## config.mk

```make
export PLATFORM = sky130hd
export DESIGN_NAME = rr_arbiter
export DESIGN_NICKNAME = d
export VERILOG_FILES = /design/src/rtl/rr_arb_pkg.sv /design/src/rtl/rr_arb_pick.sv /design/src/rtl/rr_arbiter.sv
export SDC_FILE = /design/constraint.sdc
export NUM_CORES = 1
export LEC_CHECK = 0
export CAP_MARGIN = 20
export CORE_MARGIN = 2
export CORE_UTILIZATION = 50
export DETAILED_ROUTE_END_ITERATION = 6
export HOLD_SLACK_MARGIN = 0.02
export PLACE_DENSITY = 0.77
export SETUP_SLACK_MARGIN = 0.4
export SLEW_MARGIN = 20
export SYNTH_ARGS = -nofsm -noshare
export SYNTH_HDL_FRONTEND = slang
export SYNTH_SLANG_ARGS = --single-unit
```

## constraint.sdc

```tcl
create_clock -name clk -period 6.2 [get_ports clk]
set_input_delay 1.24 -clock clk [delete_from_list [all_inputs] [get_ports clk]]
set_output_delay 1.24 -clock clk [all_outputs]
set_load 0.05 [all_outputs]
```

## src/rtl/rr_arb_pkg.sv

```systemverilog
// ============================================================================
// rr_arb_pkg : shared types and helpers for the round-robin arbiter
// Rev 1.0
// ============================================================================
`default_nettype none

package rr_arb_pkg;

  localparam int MAX_N = 32;

  typedef enum logic [0:0] {
    IDLE = 1'b0,
    OWN  = 1'b1
  } state_e;

  // Index width: at least one bit so N=1 still has a legal gnt_id port.
  function automatic int idw(input int n);
    return (n <= 1) ? 1 : $clog2(n);
  endfunction

endpackage

`default_nettype wire

```

## src/rtl/rr_arb_pick.sv

```systemverilog
// ============================================================================
// rr_arb_pick : combinational rotating-priority picker (search from ptr_i,
//               wrapping modulo N, skipping bits set in excl_i)
// Rev 1.0
// ============================================================================
`default_nettype none

module rr_arb_pick
  import rr_arb_pkg::*;
#(
  parameter int N   = 4,
  parameter int IDW = idw(N)
) (
  input  logic [N-1:0]   req_i,
  input  logic [IDW-1:0] ptr_i,
  input  logic [N-1:0]   excl_i,
  output logic [N-1:0]   onehot_o,
  output logic [IDW-1:0] idx_o,
  output logic           found_o
);

  logic [N-1:0] w_cand;

  assign w_cand = req_i & ~excl_i;

  always_comb begin
    int j;
    j        = 0;
    onehot_o = '0;
    idx_o    = '0;
    found_o  = 1'b0;
    for (int k = 0; k < N; k++) begin
      j = int'(ptr_i) + k;
      if (j >= N) j = j - N;
      if (!found_o && w_cand[j]) begin
        found_o     = 1'b1;
        onehot_o[j] = 1'b1;
        idx_o       = IDW'(j);
      end
    end
  end

endmodule

`default_nettype wire

```

## src/rtl/rr_arbiter.sv

```systemverilog
// ============================================================================
// rr_arbiter : N-way round-robin arbiter with grant ownership; optional
//              hold timeout enabled by macro RR_ARB_TIMEOUT_EN
// Rev 1.0
// ============================================================================
`default_nettype none

module rr_arbiter
  import rr_arb_pkg::*;
#(
  parameter int N        = 4,
  parameter int MAX_HOLD = 16,
  localparam int IDW     = idw(N)
) (
  input  logic           clk,
  input  logic           rst_n,
  input  logic [N-1:0]   req,
  output logic [N-1:0]   gnt,
  output logic [IDW-1:0] gnt_id,
  output logic           busy
);

  localparam logic [IDW-1:0] c_LAST = IDW'(N - 1);

  state_e         state_q, state_d;
  logic [N-1:0]   gnt_q, gnt_d;
  logic [IDW-1:0] gnt_id_q, gnt_id_d;
  logic [IDW-1:0] ptr_q, ptr_d;

  logic [N-1:0]   w_pick;
  logic [IDW-1:0] w_idx;
  logic           w_found;
  logic           w_owner_req;
  logic           w_timeout;
  logic           w_arbitrate;

  // The current owner is always excluded, so a release or forced rotation
  // hands over to someone else on the same edge.
  rr_arb_pick #(
    .N   (N),
    .IDW (IDW)
  ) u_pick (
    .req_i    (req),
    .ptr_i    (ptr_q),
    .excl_i   (gnt_q),
    .onehot_o (w_pick),
    .idx_o    (w_idx),
    .found_o  (w_found)
  );

  assign w_owner_req = req[gnt_id_q];
  assign w_arbitrate = (state_q == IDLE) || !w_owner_req || w_timeout;

`ifdef RR_ARB_TIMEOUT_EN
  localparam int HW = $clog2(MAX_HOLD + 1);
  localparam logic [HW-1:0] c_MAX_HOLD = HW'(MAX_HOLD);

  logic [HW-1:0] hold_q, hold_d;

  assign w_timeout = (state_q == OWN) && (hold_q == c_MAX_HOLD) && (|(req & ~gnt_q));

  always_comb begin
    hold_d = '0;
    if (w_arbitrate) begin
      if (w_found) hold_d = HW'(1);
    end else begin
      hold_d = (hold_q == c_MAX_HOLD) ? hold_q : hold_q + HW'(1);
    end
  end

  always_ff @(posedge clk or negedge rst_n) begin
    if (!rst_n) hold_q <= '0;
    else        hold_q <= hold_d;
  end
`else
  assign w_timeout = 1'b0;
`endif

  always_comb begin
    state_d  = state_q;
    gnt_d    = gnt_q;
    gnt_id_d = gnt_id_q;
    ptr_d    = ptr_q;
    if (w_arbitrate) begin
      if (w_found) begin
        state_d  = OWN;
        gnt_d    = w_pick;
        gnt_id_d = w_idx;
        ptr_d    = (w_idx == c_LAST) ? '0 : w_idx + IDW'(1);
      end else begin
        state_d  = IDLE;
        gnt_d    = '0;
        gnt_id_d = '0;
      end
    end
  end

  always_ff @(posedge clk or negedge rst_n) begin
    if (!rst_n) begin
      state_q  <= IDLE;
      gnt_q    <= '0;
      gnt_id_q <= '0;
      ptr_q    <= '0;
    end else begin
      state_q  <= state_d;
      gnt_q    <= gnt_d;
      gnt_id_q <= gnt_id_d;
      ptr_q    <= ptr_d;
    end
  end

  assign gnt    = gnt_q;
  assign gnt_id = gnt_id_q;
  assign busy   = |gnt_q;

endmodule

`default_nettype wire

```

# == Yosys cells after proc, flatten, opt, wreduce, memory -nomap -nowiden ==
# Cells that the tools add are included.
# classes
n_mux,42
n_bitwise,6
n_lt_le_gt_ge,13
eq_ne,1
n_reduce_logical,14
add_sub_neg,8
# ops
cell,count
32-bit by 1-bit >= comparator with 1-bit output (second input constant),4
32-bit by 4-bit < comparator with 1-bit output (second input constant),4
32-bit two-way mux,4
32-bit by 4-bit >= comparator with 1-bit output (second input constant),3
32-bit by 4-bit subtractor with 32-bit output (second input constant),3
4-bit two-way mux,5
1-bit two-way mux,18
2-bit two-way mux,6
4-bit bitwise OR,3
1-bit binary-select mux with 2-bit select,5
1-bit demux with 2-bit select,4
1-bit logical AND,7
2-bit by 2-bit adder with 3-bit output (second input constant),2
4-bit AND,1
1-bit logical NOT,4
4-bit inverter,1
4-bit OR reduction,1
2-bit by 3-bit subtractor with 4-bit output (second input constant),1
2-bit by 1-bit adder with 3-bit output (second input constant),1
2-bit by 3-bit >= comparator with 1-bit output (second input constant),1
2-bit by 3-bit < comparator with 1-bit output (second input constant),1
2-bit by 1-bit adder with 2-bit output (second input constant),1
2-bit equality test (second input constant),1
2-bit AND reduction,1
other kinds (2),2
# totals
regBits,9
input_bits,6
elab_cells,88
out_inout_bits,7

# == Logic depth before layout (Yosys ltp) ==
# logic_depth
ltp_word,17
ltp_mapped,9
depth_no_buf,7

# == Modules after synthesis ==
# From an unflattened synthesis, not the netlist that was laid out.
# unflattened
cells_unflattened,104
hier_area_um2,973.4
# modules_own_cells
module,instances,cells_each,seq_area_each_um2,area_per_inst_um2
rr_arb_pick,1,64,0.0,531.8
rr_arbiter,1,40,225.2,441.7

# == Least setup slack after synthesis ==
# No wires, ideal clock.
# synth_timing
path_kind,input-to-reg
from,input port req[2]
to,register gnt_q[1] (netlist: gnt[1])
path_slack_ns,3.424
required_time_ns,6.074
setup_time_ns,0.126
stages,6
arrival_ns,2.650
n_path_buf,0
path_cell_list,nor2b_1 mux4_2 and2_4 a221oi_1 nor3_1 a221o_1
# synth_via
elab_chain_cells,15
word_cells_on_any_way,35
cone_classes,mux: 23; bitwise: 4; reduce/logical: 8
# synth_rtl
item,line_no,source
"start, declared",rr_arbiter.sv:17,"input logic [N-1:0] req,"
4-bit AND,rr_arb_pick.sv:24,assign w_cand = req_i & ~excl_i;
1-bit binary-select mux with 2-bit select,rr_arb_pick.sv:35,if (!found_o && w_cand[j]) begin
1-bit two-way mux (not written as such) (2 in a row),rr_arb_pick.sv:35,
1-bit two-way mux,rr_arb_pick.sv:35,
1-bit logical NOT,rr_arb_pick.sv:35,
1-bit logical AND,rr_arb_pick.sv:35,
1-bit two-way mux,rr_arb_pick.sv:35,
1-bit logical NOT,rr_arb_pick.sv:35,
1-bit logical AND,rr_arb_pick.sv:35,
1-bit two-way mux,rr_arb_pick.sv:35,
1-bit logical NOT,rr_arb_pick.sv:35,
1-bit logical AND,rr_arb_pick.sv:35,
4-bit two-way mux / 1-bit two-way mux (equally long branches),rr_arb_pick.sv:35,
4-bit two-way mux,rr_arbiter.sv:85,if (w_found) begin
"end signal, assigned",rr_arbiter.sv:106,gnt_q <= gnt_d;
"end, declared",rr_arbiter.sv:26,"logic [N-1:0] gnt_q, gnt_d;"
# Parallel ways exist; a longest one is shown, timed or not. The select of a mux whose other input is x is not followed.
# A chain may end at the register's enable or synchronous reset.

# == Final worst setup path ==
# layout_timing
from,register gnt_q[0] (netlist: gnt[0])
to,output port busy
# layout_via
elab_chain_cells,1
# layout_rtl
item,line_no,source
4-bit OR reduction,rr_arbiter.sv:114,assign busy = |gnt_q;
"end, declared",rr_arbiter.sv:20,output logic busy
# Every way passes these cells.

==> key figures <==
Status
  – Status: finished, final reports clean

Place
  – Placed cells: 124
  – Final GP Congestion: 0.881
  – Port bufs: 12
  – HPWL after DPL: 1490 um

Finish
  – Nets: 118
  – Antenna cells: 0
  – Area Growth Syn to Fin: 13.6%
  – Commonest non-fill, non-tap cell in the layout: clkdlybuf4s50_1
  – Most frequent cells in the layout: clkdlybuf4s50_1, dfrtp_1, ha_1
  – Share of cells above drive strength 1: 12.6%
  – Final std cells w/o fill: 128

CTS
  – Skew-Pair Late Insertion Delay: 0.26 ns
  – CTS Sinks: 9
  – CTS Buf Count: 3
  – CTS tree: yes
  – Cts-stage hold buffer count: 0
  – CTS HTree Levels: 1
  – Post-CTS Resized: 0
  – Setup Buffers After CTS: 0
  – Reg clk slew, reported paths: 0.06 ns
  – Clk buf depth: 2
  – Root Driver: clkbuf_4

Die
  – Die X: 46.8 um
  – Core area: 1730 um^2
  – Initial core utilization: 53.1%
  – Die Y-Extent: 46.8 um
  – DIE AREA: 2190 um^2
  – Rows: 15
  – # IOs: 13

Timing
  – Setup TNS: 0 ns
  – RSZ-0062 raised after global routing: false
  – Slew HR: 66.6%
  – Final setup fails: 0
  – Final worst-path cycle share: 53.4%
  – Worst-margin pin slew: 0.499 ns
  – Max Slew Vio Count: 0
  – Skew final: 0.00744 ns
  – Crit path time final: 3.31 ns
  – F_max: 302 MHz
  – Final hold vios: 0

Detailed routing
  – Final wirelength: 1970 um
  – Detailed Routing Iterations Pass 1: 4
  – Vias: 787
  – Post-route ant nets: 0
  – Detailed-route DRC error count: 0
  – Initial DRC Count: 18
  – WL/cell: 15.4 um
  – DR vias/cell: 6.15

Synthesis
  – Ys flop type: dfrtp_1
  – Ys Warns: 0
  – Cells after synthesis: 91
  – Async set-or-reset flop fraction in the synthesized netlist: 100%
  – Mean Syn Cell Area: 10.1 um^2
  – Synth Cell Area: 917 um^2
  – Synth unique cells: 37
  – Syn nets: 105
  – Post-synth EDFFs: 0
  – Proportion of synthesized chip area in sequential cells: 24.6%
  – Seq cells post-synth: 9

Global routing
  – Total gr overflow: 0
  – Largest net degree at the start of global routing: 14
  – Vias in the first global route: 726
  – Initial antenna violation count: 0
  – Global-route wire length before repair: 3300 um
  – Global Route Usage Sum: 21.6%

Critical path
  – Setup CP Type: reg -> out
  – Startpoint type of the worst setup path: flip-flop
  – WP data required: 4.96 ns
  – Critical Path Sink Type: output pin
  – Maximum fanout along the worst path: 5
  – Critical Path AT: 2.07 ns

Hold path
  – Hold WC Path Type: reg -> reg

Flow run
  – Max Cap Viol: 0
metrics by stage:
step / cell area [um^2] / utilization, % / setup WS, ns / hold slack (ns)
detailed placement: 1020 / 58.8 / 2.81 / 0.558
global route: 1040 / 60.4 / 2.82 / 0.604
CTS: 1040 / 60.4 / 2.89 / 0.572
finish: 1040 / 60.4 / 2.89 / 0.562
global placement: 1020 / 58.8 / 2.79 / 0.565
floorplan: 917 / - / 3.42 / 0.667
cell usage after synthesis (2+ instances only):
cell type | n | area, um^2
ha_1 | 8 | 100
a221oi_1 | 3 | 26.3
nor3_1 | 3 | 15.0
and2b_4 | 2 | 20.0
mux4_2 | 4 | 90.1
nand2_1 | 6 | 22.5
a221o_1 | 3 | 30.0
xnor2_1 | 2 | 17.5
a21oi_1 | 6 | 30.0
nand3_1 | 3 | 15.0
mux2i_1 | 2 | 20.0
nor2_1 | 5 | 18.8
dfrtp_1 | 9 | 225
o21ai_0 | 4 | 20.0
nand2b_1 | 4 | 25.0
inv_1 | 3 | 11.3
clkbuf_8 | 3 | 41.3
nor2b_1 | 2 | 12.5
critical path, stage by stage (launching register included):
cell and delay [ns]:
dfrtp_1 0.43, or4_2 0.66, clkdlybuf4s50_1 0.72
sequential cells by signal (all words and copies together), names as in the netlist:
name     flops
gnt_id       2
state_q      1
ptr_q        2
gnt          4
per-layer routing:
layer	global-route usage, %	up-vias	routed length, um
met5	0	-	0
met4	4.44	0	14
met3	9.62	2	152
met2	33.7	28	908
met1	27.8	385	899
li1	-	372	-
worst paths after layout:
kind                            depth (start not counted)  slack (ns)         to      start
min in group asynchronous                               1        1.27     gnt[2]      rst_n
max in group asynchronous                               1        4.64   ptr_q[0]      rst_n
worst min-delay path                                    1        0.56  gnt_id[1]  gnt_id[1]
worst min register to register                          1        0.56  gnt_id[1]  gnt_id[1]
worst max-delay path                                    2        2.89       busy     gnt[0]
worst max register to register                          7        3.06     gnt[0]   ptr_q[0]
layout make-up:
class                           instances  area [um^2]
Clock buffer                            4         26.3
Inverter                                4         15.0
Fill cell                             160          684
Multi-Input combinational cell         74          624
Sequential cell                         9          225
Timing Repair Buffer                   12          120
Tap cell                               25         31.3
kinds of logic after synthesis:
kind of cell,synth area share [%]
DFF,24.6
buffers and inverters,7.37
and+or+nand+nor,19.2
muxes,14.9
xor gates and xnor gates,2.87
AOI/OAI and AO/OA,20.2
adders and majority gates,10.9
Power is left out: the tool's default activity adds up to more than one toggle a clock period on the data nets, which glitch-free logic cannot reach.
